### src/rtl/uart_rx_buffer.sv
// -----------------------------------------------------------------------------
// uart_rx_buffer
//
// Receive-side reader placed behind the UART receiver on the same clock. Each
// rising edge of Rx_VALID with clean error flags pushes Rx_DATA into a small
// first-word-fall-through FIFO. Frames flagged with a framing or parity error
// are dropped and counted in a saturating error counter. The consumer pops one
// entry per cycle with Rd_EN.
//
// Ports
//   clk         system clock, rising edge
//   reset       asynchronous active-low reset
//   Rx_DATA     received byte
//   Rx_VALID    byte-valid level (may stay high for many cycles)
//   Rx_FERROR   framing error flag
//   Rx_PERROR   parity error flag
//   Rd_EN       pop request, one entry per cycle while not empty
//   Clr         synchronous clear of Rd_OVERRUN and Err_COUNT
//   Rd_DATA     head entry while not empty, 8'h00 while empty
//   Rd_EMPTY    FIFO holds no entries
//   Rd_FULL     FIFO holds 2^DEPTH_LOG2 entries
//   Rd_COUNT    number of stored entries
//   Rd_OVERRUN  sticky: a clean byte arrived while full and was dropped
//   Err_COUNT   saturating count of error events
// -----------------------------------------------------------------------------
module uart_rx_buffer #(
    parameter int DEPTH_LOG2 = 2
) (
    input  logic                  clk,
    input  logic                  reset,
    input  logic [7:0]            Rx_DATA,
    input  logic                  Rx_VALID,
    input  logic                  Rx_FERROR,
    input  logic                  Rx_PERROR,
    input  logic                  Rd_EN,
    input  logic                  Clr,
    output logic [7:0]            Rd_DATA,
    output logic                  Rd_EMPTY,
    output logic                  Rd_FULL,
    output logic [DEPTH_LOG2:0]   Rd_COUNT,
    output logic                  Rd_OVERRUN,
    output logic [7:0]            Err_COUNT
);

    localparam int DEPTH = 1 << DEPTH_LOG2;

    localparam logic [DEPTH_LOG2-1:0] PTR_ONE   = DEPTH_LOG2'(32'd1);
    localparam logic [DEPTH_LOG2:0]   CNT_ZERO  = (DEPTH_LOG2 + 1)'(32'd0);
    localparam logic [DEPTH_LOG2:0]   CNT_ONE   = (DEPTH_LOG2 + 1)'(32'd1);
    localparam logic [DEPTH_LOG2:0]   CNT_DEPTH = (DEPTH_LOG2 + 1)'(DEPTH);

    // Storage and pointers
    logic [7:0]            mem_r [DEPTH];
    logic [DEPTH_LOG2-1:0] wr_ptr_r;
    logic [DEPTH_LOG2-1:0] rd_ptr_r;
    logic [DEPTH_LOG2:0]   count_r;

    // Previous-cycle copies of the valid level and the combined error level.
    // They reset to 1 so a level already high at reset release is not an edge.
    logic                  vld_q_r;
    logic                  err_q_r;

    // Registered outputs
    logic [7:0]            data_r;
    logic                  empty_r;
    logic                  full_r;
    logic                  overrun_r;
    logic [7:0]            err_cnt_r;

    // Event decode
    logic                  err_lvl_s;
    logic                  vld_rise_s;
    logic                  data_ev_s;
    logic                  err_ev_s;
    logic                  pop_s;
    logic                  push_s;
    logic                  drop_s;

    // Next-state values
    logic [DEPTH_LOG2-1:0] wr_ptr_nxt_s;
    logic [DEPTH_LOG2-1:0] rd_ptr_nxt_s;
    logic [DEPTH_LOG2:0]   count_nxt_s;
    logic [7:0]            data_nxt_s;
    logic                  empty_nxt_s;
    logic                  full_nxt_s;
    logic                  overrun_nxt_s;
    logic [7:0]            err_cnt_nxt_s;

    // Edge detection and classification of receiver events
    always_comb begin
        err_lvl_s  = Rx_FERROR | Rx_PERROR;
        vld_rise_s = Rx_VALID & ~vld_q_r;
        data_ev_s  = vld_rise_s & ~err_lvl_s;
        // A new error level and a valid edge under an error flag in the same
        // cycle are one event, hence the OR.
        err_ev_s   = (err_lvl_s & ~err_q_r) | (vld_rise_s & err_lvl_s);
        pop_s      = Rd_EN & ~empty_r;
        // When full, a same-cycle pop frees the slot being written.
        push_s     = data_ev_s & (~full_r | pop_s);
        drop_s     = data_ev_s & full_r & ~pop_s;
    end

    // Next-state computation for pointers, occupancy, head data and flags
    always_comb begin
        wr_ptr_nxt_s  = wr_ptr_r;
        rd_ptr_nxt_s  = rd_ptr_r;
        count_nxt_s   = count_r;
        data_nxt_s    = 8'h00;
        overrun_nxt_s = overrun_r;
        err_cnt_nxt_s = err_cnt_r;

        if (push_s) begin
            wr_ptr_nxt_s = wr_ptr_r + PTR_ONE;
        end else begin
            wr_ptr_nxt_s = wr_ptr_r;
        end

        if (pop_s) begin
            rd_ptr_nxt_s = rd_ptr_r + PTR_ONE;
        end else begin
            rd_ptr_nxt_s = rd_ptr_r;
        end

        case ({push_s, pop_s})
            2'b10:   count_nxt_s = count_r + CNT_ONE;
            2'b01:   count_nxt_s = count_r - CNT_ONE;
            default: count_nxt_s = count_r;
        endcase

        // Head seen after the edge: the byte being written becomes the head
        // when nothing older survives this cycle; otherwise the head is an
        // already-stored entry, which this cycle's write never overwrites.
        if (count_nxt_s == CNT_ZERO) begin
            data_nxt_s = 8'h00;
        end else if (push_s && ((count_r == CNT_ZERO) ||
                                (pop_s && (count_r == CNT_ONE)))) begin
            data_nxt_s = Rx_DATA;
        end else begin
            data_nxt_s = mem_r[rd_ptr_nxt_s];
        end

        empty_nxt_s = (count_nxt_s == CNT_ZERO);
        full_nxt_s  = (count_nxt_s == CNT_DEPTH);

        // Clear wins over a same-cycle overrun or error event.
        if (Clr) begin
            overrun_nxt_s = 1'b0;
            err_cnt_nxt_s = 8'h00;
        end else begin
            if (drop_s) begin
                overrun_nxt_s = 1'b1;
            end else begin
                overrun_nxt_s = overrun_r;
            end
            if (err_ev_s && (err_cnt_r != 8'hFF)) begin
                err_cnt_nxt_s = err_cnt_r + 8'h01;
            end else begin
                err_cnt_nxt_s = err_cnt_r;
            end
        end
    end

    // Control state and registered outputs; reset empties the FIFO at once
    always_ff @(posedge clk or negedge reset) begin
        if (!reset) begin
            wr_ptr_r  <= '0;
            rd_ptr_r  <= '0;
            count_r   <= CNT_ZERO;
            vld_q_r   <= 1'b1;
            err_q_r   <= 1'b1;
            data_r    <= 8'h00;
            empty_r   <= 1'b1;
            full_r    <= 1'b0;
            overrun_r <= 1'b0;
            err_cnt_r <= 8'h00;
        end else begin
            wr_ptr_r  <= wr_ptr_nxt_s;
            rd_ptr_r  <= rd_ptr_nxt_s;
            count_r   <= count_nxt_s;
            vld_q_r   <= Rx_VALID;
            err_q_r   <= err_lvl_s;
            data_r    <= data_nxt_s;
            empty_r   <= empty_nxt_s;
            full_r    <= full_nxt_s;
            overrun_r <= overrun_nxt_s;
            err_cnt_r <= err_cnt_nxt_s;
        end
    end

    // Storage array write; contents are don't-care until pointed to
    always_ff @(posedge clk) begin
        if (push_s) begin
            mem_r[wr_ptr_r] <= Rx_DATA;
        end
    end

    assign Rd_DATA    = data_r;
    assign Rd_EMPTY   = empty_r;
    assign Rd_FULL    = full_r;
    assign Rd_COUNT   = count_r;
    assign Rd_OVERRUN = overrun_r;
    assign Err_COUNT  = err_cnt_r;

endmodule
### config.mk
export PLATFORM = sky130hd
export DESIGN_NAME = uart_rx_buffer
export DESIGN_NICKNAME = d
export VERILOG_FILES = /design/src/rtl/uart_rx_buffer.sv
export SDC_FILE = /design/constraint.sdc
export NUM_CORES = 1
export LEC_CHECK = 0
export ABC_AREA = 1
export CAP_MARGIN = 5
export CELL_PAD_IN_SITES_DETAIL_PLACEMENT = 2
export CELL_PAD_IN_SITES_GLOBAL_PLACEMENT = 2
export CORE_MARGIN = 8
export CORE_UTILIZATION = 37
export CTS_CLUSTER_SIZE = 24
export DETAILED_ROUTE_END_ITERATION = 10
export MAX_ROUTING_LAYER = met4
export PLACE_DENSITY_LB_ADDON = 0.1
export SETUP_SLACK_MARGIN = 0.5
export SLEW_MARGIN = 20
export SYNTH_ARGS = -nofsm -noshare
export SYNTH_HDL_FRONTEND = slang
export SYNTH_SLANG_ARGS = --single-unit
### constraint.sdc
create_clock -name clk -period 5.06 [get_ports clk]
set_clock_uncertainty 0.2 [all_clocks]
set_input_delay 0.759 -clock clk [delete_from_list [all_inputs] [get_ports clk]]
set_output_delay 0.759 -clock clk [all_outputs]
set_load 0.03 [all_outputs]
==> metrics.txt, run 1 <==
Post-Route WL=8000 um; Rows=32; post-synthesis cell type count=24; Max Cap Viol=0; pre-CTS setup slack=roughly 1500 ps; initial antenna violation count=0; Leak=1.56 nW; EDFF count, synth=32; Chip Height=105 um; drt pass-1 iters=4; GP Congestion=0.761; CP Cell Sequence=clkdlybuf4s50_1 -> inv_2 -> nor2_4 -> nor2_2 -> nor2_4 -> inv_2 -> ha_1 -> inv_1 -> nand2_1 -> nand2_1 -> nand2_1 -> nand2_1 -> nand2_1 -> a21oi_1; Worst Setup End Kind=flip-flop; Mapped Nets=about 330; Worst EP arrival=roughly 3300 ps; Die ar.=10900 um2; crit path to=Rd_DATA[1]$_DFF_PN0_; GRT overflow=0; CTS Sinks=60; Primary FF master, synth=edfxtp_1; Setup TNS Final=0 ps; crit-path most repeated cell=nand2_1; Worst-Skew Late Latency=about 340 ps; Net Sw Power=0.772 mW; Fill cells=833; share of layout cells above drive strength 1=0.0974; CTS tree=done; combinational power share=0.393; flop and latch count out of synthesis=60; Port Buffers=36; DR vias/cell=about 5; mapped cell area=2900 um2; CTS max path bufs=2; vias in the first global route=2543; R2R Setup Slk=around 2500 ps; register share of total power=0.335; hold_buf cts=0; GRT Total Usage=0.159; Worst slew margin=0.372; Gates resized, CTS repair=0; largest net degree at the start of global routing=29; synth warn=0; VDD IR-drop max=0.169 mV; crit path max fanout=13; initial core utilization=0.380; floorplan die width=between 100 and 150 um; kind of critical path=input pin to flip-flop; Top Ports=37; post-synthesis sequential area ratio=0.573; first-pass GRT wire length=~13000 um; largest area contributor in the netlist=edfxtp_1; dpl hpwl=5720 um; Critical Path RT=~5100 ps; clk slew on worst S/H paths=70 ps; FFs w/ async S/R, synth=0.467; area of the core=7650 um2; First DRT Iteration DRCs=slightly above 60; Final min period=3230 ps; # diodes=0; RSZ-0062 raised after global routing=no; nets=~370; DRC viols=0; Buf+Inv Stages, Crit Path=4; Syn Inst Count=300; top cells by area, synth=edfxtp_1 33%, dfrtp_1 22%, nand2_1 10%; critical path's slowest cell=clkdlybuf4s50_1; worst hold path class=flip-flop to flip-flop; Crit path max-delay family=simple AND/OR/NAND/NOR gates; Fin. Hold Viols=0; Setup WS post-layout=1830 ps; WHS=roughly 330 ps; Vias=2237; Sequential cell area=1670 um2; area grow syn2layout=24.0%; CP Launch Type=input pin; Max stage delay on crit path=630 ps; RR Startpoint=vld_q_r$_DFF_PN1_; switching share of power=0.398; R2R depth=12; final core utilization=0.471; Final Cycle Share=0.638; Max Fclk=310 MHz; Root Driver=clkbuf_8; internal power=1.17 mW; Worst Setup SP=Rd_EN; clock buffer count from CTS=9; H-tree depth=3; Clk network pwr share=0.272; post-synth top area share=0.331; Final ANT Viol Nets=0; final setup violation count=0; Crit path depth=14; Max Slew Vio Count=0; area of the multi-input gates=1050 um2; Worst R2R End=Rd_DATA[1]$_DFF_PN0_; Power Dens Cells=between 500 and 600 nW/um2; DR WL/cell=around 18 um; Syn Area/Cell=9.68 um2; Slew @ Worst Pin=939 ps; outcome=finished clean; post-CTS setup repair buffer count=0
kinds of logic (layout without fill, tap and decap cells):
| group | count (synthesis) | count (layout) | share of synthesized area |
|---|---|---|---|
| fa+ha+maj | 12 | 12 | 0.0517 |
| compound gates | 20 | 20 | 0.0388 |
| flops | 60 | 60 | 0.573 |
| simple gates | 161 | 161 | 0.262 |
| xor+xnor | 3 | 3 | 0.00905 |
| buf+inv | 44 | 93 | 0.0651 |
flip-flops by register name, summed over array words and instances (netlist names):
signal / flops
mem_r: 32
Err_COUNT: 8
Rd_DATA: 8
Rd_COUNT: 3
rd_ptr_r: 2
wr_ptr_r: 2
Rd_EMPTY: 1
Rd_FULL: 1
Rd_OVERRUN: 1
err_q_r: 1
vld_q_r: 1
synth_stat cells, drive strengths merged, types with 4 or more instances:
master  instances
a21oi          11
edfxtp         32
buf             4
nand3b          8
nor2           25
o21ai           8
ha             12
nand3          41
nand2          83
inv            40
dfrtp          25
final cells by class:
| cell class | count | share of cell area |
|---|---|---|
| repair buffers | 37 | 0.102 |
| multi-input cells | 196 | 0.292 |
| well taps | 102 | 0.0355 |
| inverters | 40 | 0.0417 |
| clock inverters | 7 | 0.0320 |
| clock buffers | 9 | 0.0344 |
| flip-flops and latches | 60 | 0.463 |
layer usage:
layer | up-vias | share of wire | routed length (um) | track usage
met4 | 0 | 0.013 | 108 | 0.0550
met2 | 36 | 0.50 | 4030 | 0.267
met3 | 11 | 0.020 | 158 | 0.0264
li1 | 1062 | - | - | -
met1 | 1128 | 0.46 | 3700 | 0.189
met5 | - | 0 | 0 | -
cell usage in the layout (no fill, tap or decap), types with 2 or more instances in the layout:
cell / count
o21ai_0: 7
nor2_4: 2
clkdlybuf4s50_1: 36
inv_1: 37
dfrtp_1: 25
clkbuf_8: 9
nand2_1: 77
a21oi_1: 11
inv_2: 3
nand3b_1: 8
nand2_4: 4
bufinv_16: 3
edfxtp_1: 32
nor2_1: 22
ha_1: 12
xor2_1: 3
dfstp_2: 3
nand3_1: 40
nand4_1: 3
nand2_2: 2
worst min-delay path by stage:
stage                                        start                  endpoint  cells past startpoint
after floorplan                              reset  Err_COUNT[0]$_DFFE_PN0P_                      0
after global placement    Err_COUNT[4]$_DFFE_PN0P_  Err_COUNT[4]$_DFFE_PN0P_                      2
after detailed placement    Rd_OVERRUN$_DFFE_PN0P_    Rd_OVERRUN$_DFFE_PN0P_                      2
after CTS                  wr_ptr_r[0]$_DFFE_PN0P_   wr_ptr_r[0]$_DFFE_PN0P_                      1
after global routing       wr_ptr_r[0]$_DFFE_PN0P_   wr_ptr_r[0]$_DFFE_PN0P_                      1
final                       Rd_OVERRUN$_DFFE_PN0P_    Rd_OVERRUN$_DFFE_PN0P_                      2
through the flow:
step	cells	area, um2	total power [mW]
6_report	451	3600	1.94
4_1_cts	451	3600	1.97
3_5_place_dp	435	3360	1.43
3_3_place_gp	435	3360	1.39
5_1_grt	451	3600	2.06
2_1_floorplan	300	2900	1.15
power groups by stage:
stage	Combinational, mW	Sequential (mW)	Clock (mW)
6_report	0.763	0.649	0.528
5_1_grt	0.850	0.658	0.553
4_1_cts	0.779	0.651	0.537
3_5_place_dp	0.767	0.659	0
3_3_place_gp	0.733	0.659	0
2_1_floorplan	0.412	0.743	0
worst register-to-register path, cell delays in order, from the launching register on:
cell	delay, ps
dfstp_2	370
nor2_1	140
nand2_1	120
nor2_4	330
inv_2	120
ha_1	370
inv_1	150
nand2_1	70
nand2_1	60
nand2_1	70
nand2_1	250
nand2_1	100
a21oi_1	140
Power figures use the tool's default switching activity.
==> run 2: changes to the inputs <==
- CORE_UTILIZATION: 37 -> 31
- clock period: 5.06 -> 2.6 ns (I/O delays scaled with it)
==> run 2 against run 1 <==
Effect of this change: largest cell class unchanged; core utilization is 4.6 points lower; largest power group unchanged; combinational power rose by 130%; final area rose by 8.0%; sequential share of layout area fell by 3.4 points; register-to-register slack got worse by 1900 ps.
==> metrics.txt, run 2 (same netlist as run 1, synthesis figures left out) <==
Hold Crit Start=Rx_FERROR; kind of critical path=flip-flop to flip-flop; First DRT Iteration DRCs=55 (-9.8%); CP Cell Sequence=nor2_4 -> nor2_4 -> nor2_4 -> inv_6 -> ha_4 -> inv_4 -> nand3_4 -> a21oi_4 -> nand2_4 -> nand2_2 -> a21oi_2; Post-Route WL=8550 um (+6.8%); crit path max fanout=7 (-6); most frequent cells in the layout=65 x nand2_1, 39 x nand3_1, 35 x inv_1, 32 x edfxtp_1, 28 x clkdlybuf4s50_1; Rows=35 (+9.4%); RR Startpoint=Rd_EMPTY$_DFF_PN1_; VDD IR-drop max=0.419 mV (+150%); Max Cap Viol=0 (unchanged); clk slew on worst S/H paths=80 ps (about the same); R2R depth=11 (-1); dpl hpwl=6080 um (+6.4%); Design Power=3.91 mW (+100%); GP Congestion=0.776 (+1.9%); nets=393 (+5.9%); GRT overflow=0 (unchanged); DR WL/cell=17.7 um (about the same); Max stage delay on crit path=570 ps (-60 ps); initial antenna violation count=0 (unchanged); largest net degree at the start of global routing=29 (unchanged); RSZ-0062 raised after global routing=yes; CTS max path bufs=2 (unchanged); Max Slew Vio Count=0 (unchanged); Worst Setup SP=Rd_EMPTY$_DFF_PN1_; Power Dens Cells=1010 nW/um2 (+86%); # diodes=0 (unchanged); placed cell area=3530 um2 (+5.1%); Worst Setup End Kind=flip-flop; Top reg by flops=mem_r; Final min period=roughly 2100 ps; GRT Total Usage=0.149 (-0.00948); Setup WS post-layout=534 ps (-1300 ps); critical path's slowest cell=dfstp_2; Hold Crit Depth=4 (+2); Crit path depth=11 (-3); Vias=2323 (+3.8%); first-pass GRT wire length=14400 um (+8.3%); Worst EP arrival=2100 ps (-1190 ps); Max Fclk=484 MHz; Worst-Skew Late Latency=340 ps (about the same); Largest register FFs=32 (unchanged); Fin. Hold Viols=0 (unchanged); Fill cells=996 (+20%); Chip Height=113 um (+7.8%); H-tree depth=3 (unchanged); initial core utilization=0.317 (-0.0625); area of the core=9150 um2 (+20%); share of layout cells above drive strength 1=0.232 (+0.134); Root Driver=clkbuf_8; CP Launch Type=flip-flop; final setup violation count=0 (unchanged); Critical Path RT=2630 ps (-2490 ps); Slew @ Worst Pin=397 ps (-542 ps); Die ar.=12700 um2 (+16%); Port Buffers=36 (unchanged); pre-CTS setup slack=-171 ps (-1660 ps); worst hold path class=input pin to flip-flop; WHS=203 ps (-131 ps); Final ANT Viol Nets=0 (unchanged); Top Ports=37 (unchanged); fin area=3890 um2 (+8.0%); CTS tree=done; Crit path max-delay family=simple AND/OR/NAND/NOR gates; Worst slew margin=0.735 (+0.363); drt pass-1 iters=5 (+1); crit-path most repeated cell=nor2_4; Final Cycle Share=0.794; clock buffer count from CTS=9 (unchanged); vias in the first global route=2677 (+5.3%); outcome=finished clean; CTS Sinks=60 (unchanged); hold_buf cts=0 (unchanged); DR vias/cell=4.82 (-2.8%); Buf+Inv Stages, Crit Path=2 (-2); commonest non-fill, non-tap cell in the layout=nand2_1; DRC viols=0 (unchanged); area grow syn2layout=33.8%; Setup TNS Final=0 ps (unchanged); floorplan die width=113 um (+7.8%); Leak=1.74 nW (+11%)
==> run 2: cell types whose count changed in the layout (fill, tap and decap cells not counted), moves of 3 or more <==
cell / before / now
dlygate4sd2_1: 0 / 4
dlymetal6s2s_1: 0 / 4
a21oi_2: 0 / 5
nor2_4: 2 / 5
a21oi_1: 11 / 5
clkdlybuf4s50_1: 36 / 28
buf_4: 1 / 23
ha_1: 12 / 9
nand2_1: 77 / 65
nand2_4: 4 / 8
nor2_1: 22 / 17
nand2_2: 2 / 10
==> run 2: power breakdown <==
part / switching, mW / internal, mW / total [mW]
registers: 0.103 / 1.16 / 1.26
logic: 1.14 / 0.644 / 1.78
clock network: 0.419 / 0.447 / 0.866
==> run 2: worst register-to-register path: cells and delay by family (launching register included) <==
| family | cells | cell delay, ps |
|---|---|---|
| fa+ha+maj | 1 | 220 |
| compound gates | 2 | 220 |
| simple gates | 6 | 580 |
| buf+inv | 2 | 150 |
| flops | 1 | 570 |
==> run 2: worst paths after layout <==
| path | to | slack, ps |
|---|---|---|
| max in group asynchronous | err_q_r$_DFF_PN1_ | 1630 |
| min reg2reg | Rd_OVERRUN$_DFFE_PN0P_ | 310 |
| max reg2reg | Rd_DATA[0]$_DFF_PN0_ | 530 |
| min | err_q_r$_DFF_PN1_ | 200 |
| max | Rd_DATA[0]$_DFF_PN0_ | 530 |
| min in group asynchronous | Rd_COUNT[1]$_DFF_PN0_ | 240 |
==> run 2: cell type report <==
cell class / instances / area (um2) / share of cell area
well taps: 111 / 139 / 0.0357
inverters: 40 / 158 / 0.0406
clock inverters: 7 / 75.1 / 0.0193
repair buffers: 59 / 538 / 0.138
flip-flops and latches: 60 / 1670 / 0.429
clock buffers: 9 / 124 / 0.0319
multi-input cells: 196 / 1190 / 0.306
==> run 2: routing by layer <==
metal,routed length [um],vias up,track usage
met5,0,-,-
met4,142,0,0.0540
met3,218,11,0.0282
met2,4450,30,0.255
met1,3740,1172,0.171
li1,-,1110,-
==> run 2: repair_timing <==
item / CTS / global route
setup buffers: 3 / 1
pin swaps: 12 / 13
setup endpoints to repair: 12 / 12
gates resized for setup: 20 / 23
==> run 2: metrics by stage <==
step | utilization | std cells
final | 0.425 | 482
after global routing | 0.425 | 482
after CTS | 0.415 | 481
after detailed placement | 0.386 | 462
after global placement | 0.386 | 462
after floorplan | - | 300
